===== src/rtl/ps2_kbd_pkg.sv =====
// rtl/ps2_kbd_pkg.sv - shared constants and segment table for the PS/2 keyboard display
package ps2_kbd_pkg;

    localparam int FRAME_BITS = 11;
    localparam logic [6:0] SEG_BLANK = 7'h7F;

    // Active-low segments, bit0=a ... bit6=g
    function automatic logic [6:0] seg7_of(input logic [3:0] nibble);
        logic [6:0] seg;
        seg = SEG_BLANK;
        case (nibble)
            4'h0: seg = 7'h40;
            4'h1: seg = 7'h79;
            4'h2: seg = 7'h24;
            4'h3: seg = 7'h30;
            4'h4: seg = 7'h19;
            4'h5: seg = 7'h12;
            4'h6: seg = 7'h02;
            4'h7: seg = 7'h78;
            4'h8: seg = 7'h00;
            4'h9: seg = 7'h10;
            4'hA: seg = 7'h08;
            4'hB: seg = 7'h03;
            4'hC: seg = 7'h46;
            4'hD: seg = 7'h21;
            4'hE: seg = 7'h06;
            4'hF: seg = 7'h0E;
            default: seg = SEG_BLANK;
        endcase
        return seg;
    endfunction

endpackage


===== src/rtl/hex_to_seg7.sv =====
// rtl/hex_to_seg7.sv - one active-low hex digit driver with blanking
module hex_to_seg7
    import ps2_kbd_pkg::*;
(
    input  logic [3:0] nibble,
    input  logic       en,
    output logic [6:0] seg
);

    assign seg = en ? seg7_of(nibble) : SEG_BLANK;

endmodule


===== src/rtl/ps2_kbd_seg.sv =====
// rtl/ps2_kbd_seg.sv - PS/2 keyboard receiver with two-digit hex display; PS2_PARITY_CHK_EN enables parity rejection
module ps2_kbd_seg
    import ps2_kbd_pkg::*;
#(
    parameter int TIMEOUT_CYC = 50000,
    parameter int SYNC_STAGES = 2
) (
    input  logic       clk,
    input  logic       resetn,
    input  logic       ps2_clk,
    input  logic       ps2_data,
    input  logic       seg_en,
    output logic [7:0] code,
    output logic       code_valid,
    output logic       frame_err,
    output logic [6:0] seg_lo,
    output logic [6:0] seg_hi
);

    localparam int TO_W = $clog2(TIMEOUT_CYC + 1);

    logic [SYNC_STAGES-1:0] clk_sync;
    logic [SYNC_STAGES-1:0] data_sync;
    logic                   clk_prev;
    logic [3:0]             bit_cnt;
    logic [FRAME_BITS-2:0]  shreg;
    logic [TO_W-1:0]        to_cnt;

    logic                  clk_s;
    logic                  data_s;
    logic                  fall;
    logic                  last_bit;
    logic [FRAME_BITS-1:0] frame;
    logic                  par_ok;
    logic                  frame_ok;

    assign clk_s    = clk_sync[SYNC_STAGES-1];
    assign data_s   = data_sync[SYNC_STAGES-1];
    assign fall     = clk_prev & ~clk_s;
    assign last_bit = (bit_cnt == 4'(FRAME_BITS - 1));
    assign frame    = {data_s, shreg};

`ifdef PS2_PARITY_CHK_EN
    assign par_ok = ^frame[9:1];
`else
    // Parity bit is still shifted in, just not judged
    assign par_ok = frame[9] | 1'b1;
`endif

    assign frame_ok = ~frame[0] & frame[10] & par_ok;

    // Synchronisers idle high so reset does not fake a falling edge
    always_ff @(posedge clk or negedge resetn) begin
        if (!resetn) begin
            clk_sync  <= '1;
            data_sync <= '1;
            clk_prev  <= 1'b1;
        end else begin
            clk_sync  <= {clk_sync[SYNC_STAGES-2:0], ps2_clk};
            data_sync <= {data_sync[SYNC_STAGES-2:0], ps2_data};
            clk_prev  <= clk_s;
        end
    end

    always_ff @(posedge clk or negedge resetn) begin
        if (!resetn) begin
            bit_cnt    <= '0;
            shreg      <= '0;
            to_cnt     <= '0;
            code       <= 8'h00;
            code_valid <= 1'b0;
            frame_err  <= 1'b0;
        end else begin
            code_valid <= 1'b0;
            frame_err  <= 1'b0;
            if (fall) begin
                to_cnt <= '0;
                if (last_bit) begin
                    bit_cnt <= '0;
                    shreg   <= '0;
                    if (frame_ok) begin
                        code       <= frame[8:1];
                        code_valid <= 1'b1;
                    end else begin
                        frame_err <= 1'b1;
                    end
                end else begin
                    bit_cnt <= bit_cnt + 4'd1;
                    shreg   <= {data_s, shreg[FRAME_BITS-2:1]};
                end
            end else if (bit_cnt != 4'd0) begin
                // A stalled partial frame is dropped silently
                if (to_cnt == TO_W'(TIMEOUT_CYC - 1)) begin
                    to_cnt  <= '0;
                    bit_cnt <= '0;
                    shreg   <= '0;
                end else begin
                    to_cnt <= to_cnt + 1'b1;
                end
            end else begin
                to_cnt <= '0;
            end
        end
    end

    hex_to_seg7 u_seg_lo (
        .nibble (code[3:0]),
        .en     (seg_en),
        .seg    (seg_lo)
    );

    hex_to_seg7 u_seg_hi (
        .nibble (code[7:4]),
        .en     (seg_en),
        .seg    (seg_hi)
    );

endmodule


===== config.mk =====
export PLATFORM = sky130hd
export DESIGN_NAME = ps2_kbd_seg
export DESIGN_NICKNAME = d
export VERILOG_FILES = /design/src/rtl/ps2_kbd_pkg.sv /design/src/rtl/hex_to_seg7.sv /design/src/rtl/ps2_kbd_seg.sv
export SDC_FILE = /design/constraint.sdc
export NUM_CORES = 1
export LEC_CHECK = 0
export CAP_MARGIN = 0
export CORE_UTILIZATION = 56
export DETAILED_ROUTE_END_ITERATION = 8
export PLACE_DENSITY = 0.87
export REMOVE_ABC_BUFFERS = 1
export SYNTH_ARGS = -nofsm -noshare
export SYNTH_HDL_FRONTEND = slang
export SYNTH_HIERARCHICAL = 1
export SYNTH_SLANG_ARGS = --single-unit

===== constraint.sdc =====
create_clock -name clk -period 2.4 [get_ports clk]
set_input_delay 0.24 -clock clk [delete_from_list [all_inputs] [get_ports clk]]
set_output_delay 0.24 -clock clk [all_outputs]
set_load 0.01 [all_outputs]

==> run summary, run 1 <==
io pins - 29
Worst slew margin - 36.2%
Worst R2R End - bit_cnt[0]
footprint of the multi-input gates - 1270 µm²
Synth Area in Compound Gates - 11.7%
Synth Area in Simple Gates - 17.3%
share of layout cells above drive strength 1 - 14.0%
pwr dens - 659 nW/µm²
wire length on met2 - 2320 µm
Least-Margin Pin Slew - 0.957 ns
CTS clk-pin slew, worst paths - 0.09 ns
FF-to-FF path depth - 4
number of CTS-inserted buffers - 5
largest cells by area after synthesis - dfrtp_1 40%, ha_1 8.9%, dfstp_2 5.2%
DR top layer - met4
wl on met1 - 2020 µm
DR iter-0 viols - 58
skew final - 0.00686 ns
vias per std cell - 5.74
total of max-cap violations - 0
most frequent cells in the layout - 38 x dfrtp_1, 23 x clkdlybuf4s50_1, 21 x nor2_1
Final Setup Violations - 0
dominant cell type by area after synthesis - dfrtp_1
Post-Synth XOR/XNOR Area - 4.51%
top achievable clock speed - 455 MHz
Mapped Cells - 232
CP max FO - 8
proportion of synthesized area in mux cells - 7.98%
Ys Warns - 6
initial core utilization - 58.0%
area added between synthesis and finish - 17.4%
GP Congestion - 0.846
num rows - 24
# hold bufs at CTS - 0
DR WL met3 - 164 µm
final hold violation count - 0
crit end category - output port
die height - 69.1 µm
Design Area, Final - 2960 µm²
IO Port Bufs - 28
Total GRT Usage - 21.0%
largest net degree at the start of global routing - 46
TritonCTS clock tree - built
hold slack - 0.0838 ns
kind of critical path - flop to output port
Avg Cell Area, Syn - 10.9 µm²
Pleak - 1.23 nW
post-route ant nets - 0
Detailed Route WL - 4540 µm
status - finished clean
R2R Path Start - to_cnt[13]
startpoint types - flop
DRC violations left - 0
fraction of the mapped netlist area in adder cells - 8.92%
Hold WC Path Type - input port to asynchronous set/reset pin
largest family of logic cells by synthesized area - simple AND/OR/NAND/NOR gates
nets@finish - 287
n_diodes - 0
DR pass1 iterations - 4
Crit path required time - 2.16 ns
RSZ-0062 raised after global routing - no
WP data arrival - 1.96 ns
Final Critical Period - 2.20 ns
first-pass GRT wire length - 8090 µm
flops & latches, synth - 45
worst skew pair latency - 0.30 ns
placed cell area - 2840 µm²
Die ar. - 4780 µm²
accumulated negative setup slack - 0 ns
clock tree buffer depth - 2
root buf cell - clkbuf_8
Mapped Area - 2520 µm²
Routed WL per cell - 14.3 µm
grt ovf - 0
Filler cells - 350
pins over their slew limit - 0
Seq/Total Area, Yosys - 44.8%
Post-DP HPWL - 3220 µm
H-Tree Depth - 2
Yosys cell types - 43
top-area cell type share of the netlist area - 39.6%
register area - 1130 µm²
core area - 4350 µm²
IR Drop Worst-Case VDD - 0.000530 V
register-to-register setup slack - 0.32 ns
Die W - 69.1 µm
initial antenna violation count - 0
clock sink total - 45
commonest non-fill, non-tap cell in the layout - dfrtp_1
total number of vias - 1821
fin crit share - 91.6%
vias in the first global route - 1861
[Yosys cell counts, drive strengths merged]
master	n
dfrtp	40
nor2	21
ha	18
inv	16
xnor2	12
a22o	11
mux2i	10
nand2	10
mux2	9
nand3	9
dfstp	5
nand2b	5
nor3	5
a32oi	4
and2	4
buf	4
clkbuf	4
nand4	4
nor4	4
o21ai	4
o311ai	4
o31a	4
a21oi	3
nor2b	3
or4	3
nand3b	2
o221ai	2
o31ai	2
or2	2
a31oi	1
and3b	1
nand4b	1
nand4bb	1
nor3b	1
o211ai	1
or3	1
xor2	1
[worst max-delay path by stage]
stage | startpoint | endpoint | slack (ns) | cells past startpoint
after floorplan | bit_cnt[0] | code[0] | 0.30 | 6
after global placement | code[1] | seg_lo[3] | 0.30 | 5
after detailed placement | code[5] | seg_hi[3] | 0.26 | 5
after CTS | code[5] | seg_hi[1] | 0.08 | 5
after global routing | code[4] | seg_hi[2] | 0.05 | 5
final | code[0] | seg_lo[2] | 0.20 | 5
[sequential cells by signal, summed over array words and instances (netlist names)]
signal	flops
code_valid	1
shreg	10
code	8
clk_sync	2
data_sync	2
frame_err	1
clk_prev	1
to_cnt	16
bit_cnt	4
[stage by stage]
step | power (mW) | cells | setup WS (ns) | util [%]
global placement | 1.37 | 309 | 0.296 | 65.3
CTS | 1.97 | 317 | 0.0787 | 68.0
global route | 2.07 | 317 | 0.0453 | 68.1
finish | 1.95 | 317 | 0.201 | 68.1
floorplan | 1.22 | 224 | 0.298 | -
detailed placement | 1.39 | 309 | 0.255 | 65.3
[per-layer routing]
layer	global-route usage, %	vias up
met5	0	-
met4	7.03	0
met3	4.24	4
met2	36.9	46
met1	25.6	879
li1	-	892
[final cells by class]
class,count,area share [%]
clock buffer,5,2.32
clock inverter,3,1.60
inverter,16,2.03
multi-input combinational,163,42.9
sequential,45,38.3
tap,52,2.20
timing repair buffer,33,10.6
[repair_timing]
item                       4_1_cts  5_1_grt
resized for setup                4        3
setup buffers                    0        0
setup endpoints to repair        2        3
gates cloned                     0        0
[cells by family after synthesis]
family,after synthesis
mux,19
fa+ha+maj,18
compound gates,36
xor+xnor,13
buf+inv,24
simple gates,77
flops,45
[worst max-delay path, stage by stage, from the launching register on]
cell and delay [ns]:
dfrtp_1 0.38, buf_4 0.16, ha_1 0.23, nand3b_1 0.17
o311ai_1 0.12, clkdlybuf4s50_1 0.60
[power breakdown]
group / total (mW) / switching, mW / internal, mW
registers: 0.984 / 0.122 / 0.862
clock network: 0.581 / 0.264 / 0.317
logic: 0.388 / 0.187 / 0.201
(Power assumes the default switching activity.)
==> run 2: changes to the inputs <==
- CELL_PAD_IN_SITES_DETAIL_PLACEMENT: default -> 1
- CELL_PAD_IN_SITES_GLOBAL_PLACEMENT: default -> 2
- CORE_UTILIZATION: 56 -> 37
==> run 2 against run 1 <==
  * Via count up 2.8%
  * Sequential share of layout area down 0.65 points
  * Cell count up 9.5%
  * Final area up 1.7%
  * Non-clock buffer count up 5
  * Total power down 4.3%
  * Clock skew up 0.0036 ns
  * Sequential power about the same
  * Critical endpoint is now seg_hi[2]
  * Largest power group unchanged
==> run summary, run 2 (synthesized netlist as in run 1, its figures left out) <==
root buf cell - clkbuf_8 (unchanged)
H-Tree Depth - 2 (unchanged)
IR Drop Worst-Case VDD - 0.000504 V (was 0.000530 V)
commonest non-fill, non-tap cell in the layout - dfrtp_1 (unchanged)
Pleak - 1.25 nW (was 1.23 nW)
DR iter-0 viols - 56 (was 58)
DR pass1 iterations - 6 (was 4)
Die ar. - 7160 µm² (was 4780 µm²)
Crit. Startpoint - code[4] (was code[0])
dpl ws - 0.358 ns (was 0.255 ns)
status - finished clean (unchanged)
Detailed Route WL - 5230 µm (was 4540 µm)
die height - 84.6 µm (was 69.1 µm)
io pins - 29 (unchanged)
initial core utilization - 39.1% (was 58.0%)
CTS clk-pin slew, worst paths - 0.09 ns (about the same)
Total GRT Usage - 16.1% (was 21.0%)
DRC violations left - 0 (unchanged)
skew final - 0.0105 ns (was 0.00686 ns)
post-route ant nets - 0 (unchanged)
Post CTS Setup Buffer Count - 0 (unchanged)
Die W - 84.6 µm (was 69.1 µm)
kind of critical path - flop to output port (unchanged)
clock tree buffer depth - 2 (unchanged)
startpoint types - flop (unchanged)
vias in the first global route - 1897 (was 1861)
accumulated negative setup slack - 0 ns (unchanged)
vias per std cell - 5.39 (was 5.74)
Worst R2R End - bit_cnt[0] (unchanged)
placed cell area - 2910 µm² (was 2840 µm²)
crit path to - seg_hi[2] (was seg_lo[2])
post-CTS sizing - 0 (was 4)
pwr dens - 620 nW/µm² (was 659 nW/µm²)
final worst slack - 0.166 ns (was 0.201 ns)
num rows - 29 (was 24)
largest net degree at the start of global routing - 45 (was 46)
Hold WC Path Type - input port to asynchronous set/reset pin (unchanged)
Crit path required time - 2.16 ns (about the same)
Final Critical Period - 2.23 ns (was 2.20 ns)
number of CTS-inserted buffers - 5 (unchanged)
register-to-register setup slack - 0.35 ns (was 0.32 ns)
first-pass GRT wire length - 9070 µm (was 8090 µm)
max reg flops - 16 (unchanged)
TritonCTS clock tree - built (unchanged)
grt ovf - 0 (unchanged)
n_diodes - 0 (unchanged)
R2R Path Start - to_cnt[12] (was to_cnt[13])
most frequent cells in the layout - 38 x dfrtp_1, 24 x clkdlybuf4s50_1, 21 x nor2_1 (was 38 x dfrtp_1, 23 x clkdlybuf4s50_1, 21 x nor2_1)
CP max FO - 4 (was 8)
Design Area, Final - 3020 µm² (was 2960 µm²)
# hold bufs at CTS - 0 (unchanged)
worst skew pair latency - 0.31 ns (was 0.30 ns)
initial antenna violation count - 0 (unchanged)
pins over their slew limit - 0 (unchanged)
final hold violation count - 0 (unchanged)
Post-DP HPWL - 3820 µm (was 3220 µm)
total of max-cap violations - 0 (unchanged)
WP data arrival - 1.99 ns (was 1.96 ns)
RSZ-0062 raised after global routing - no (unchanged)
Least-Margin Pin Slew - 0.941 ns (was 0.957 ns)
GP Congestion - 0.816 (was 0.846)
Final Setup Violations - 0 (unchanged)
fin crit share - 93.1% (was 91.6%)
FF-to-FF path depth - 4 (unchanged)
clock sink total - 45 (unchanged)
Routed WL per cell - 15.1 µm (was 14.3 µm)
share of layout cells above drive strength 1 - 15.6% (was 14.0%)
Most flops, register - to_cnt (unchanged)
top achievable clock speed - 448 MHz (was 455 MHz)
core area - 6460 µm² (was 4350 µm²)
total number of vias - 1872 (was 1821)
area added between synthesis and finish - 19.4% (was 17.4%)
Top Registers - to_cnt (16), shreg (10), code (8) (unchanged)
IO Port Bufs - 28 (unchanged)
Worst slew margin - 37.3% (was 36.2%)
crit end category - output port (unchanged)
nets@finish - 292 (was 287)
[run 2: layout make-up]
class / instances / area (µm²)
Timing Repair Buffer: 38 / 358
Multi-Input combinational cell: 163 / 1270
Sequential cell: 45 / 1130
Inverter: 16 / 60.1
Clock inverter: 3 / 25.0
Tap cell: 77 / 96.3
Clock buffer: 5 / 68.8
Fill cell: 721 / 3440
[run 2: worst max-delay path: stages (launching register included)]
cell and delay (ns):
dfrtp_1 0.38, inv_1 0.12, ha_1 0.19, inv_1 0.04, o311ai_0 0.34, clkdlybuf4s50_1 0.61
[run 2: stage by stage]
step / utilization, % / hold slack, ns / instances / power (mW)
3_5_place_dp: 45.1 / 0.347 / 339 / 1.41
2_1_floorplan: - / -0.0556 / 224 / 1.22
3_3_place_gp: 45.1 / 0.346 / 339 / 1.39
4_1_cts: 46.5 / 0.102 / 347 / 1.90
5_1_grt: 46.7 / 0.147 / 347 / 1.99
6_report: 46.7 / 0.0563 / 347 / 1.87
[run 2: layer usage]
layer | up-vias | part of all wire (%) | GRT usage (%) | wire length (µm)
li1 | 895 | - | - | -
met1 | 937 | 47 | 19.6 | 2450
met2 | 33 | 49 | 27.9 | 2570
met3 | 7 | 2.9 | 3.74 | 150
met4 | 0 | 1.3 | 5.55 | 70
met5 | - | 0 | 0 | 0
[run 2: how the worst min path moves through the flow]
stage	cells past startpoint	slack (ns)	to
4_1_cts	1	0.10	to_cnt[5]
3_5_place_dp	0	0.35	data_sync[1]
6_report	1	0.06	to_cnt[5]
3_3_place_gp	0	0.35	data_sync[1]
2_1_floorplan	0	-0.06	bit_cnt[0]
5_1_grt	1	0.15	to_cnt[7]
[run 2: where the power goes]
part	internal (mW)	switching, mW
logic	0.209	0.195
registers	0.862	0.120
clock network	0.210	0.274
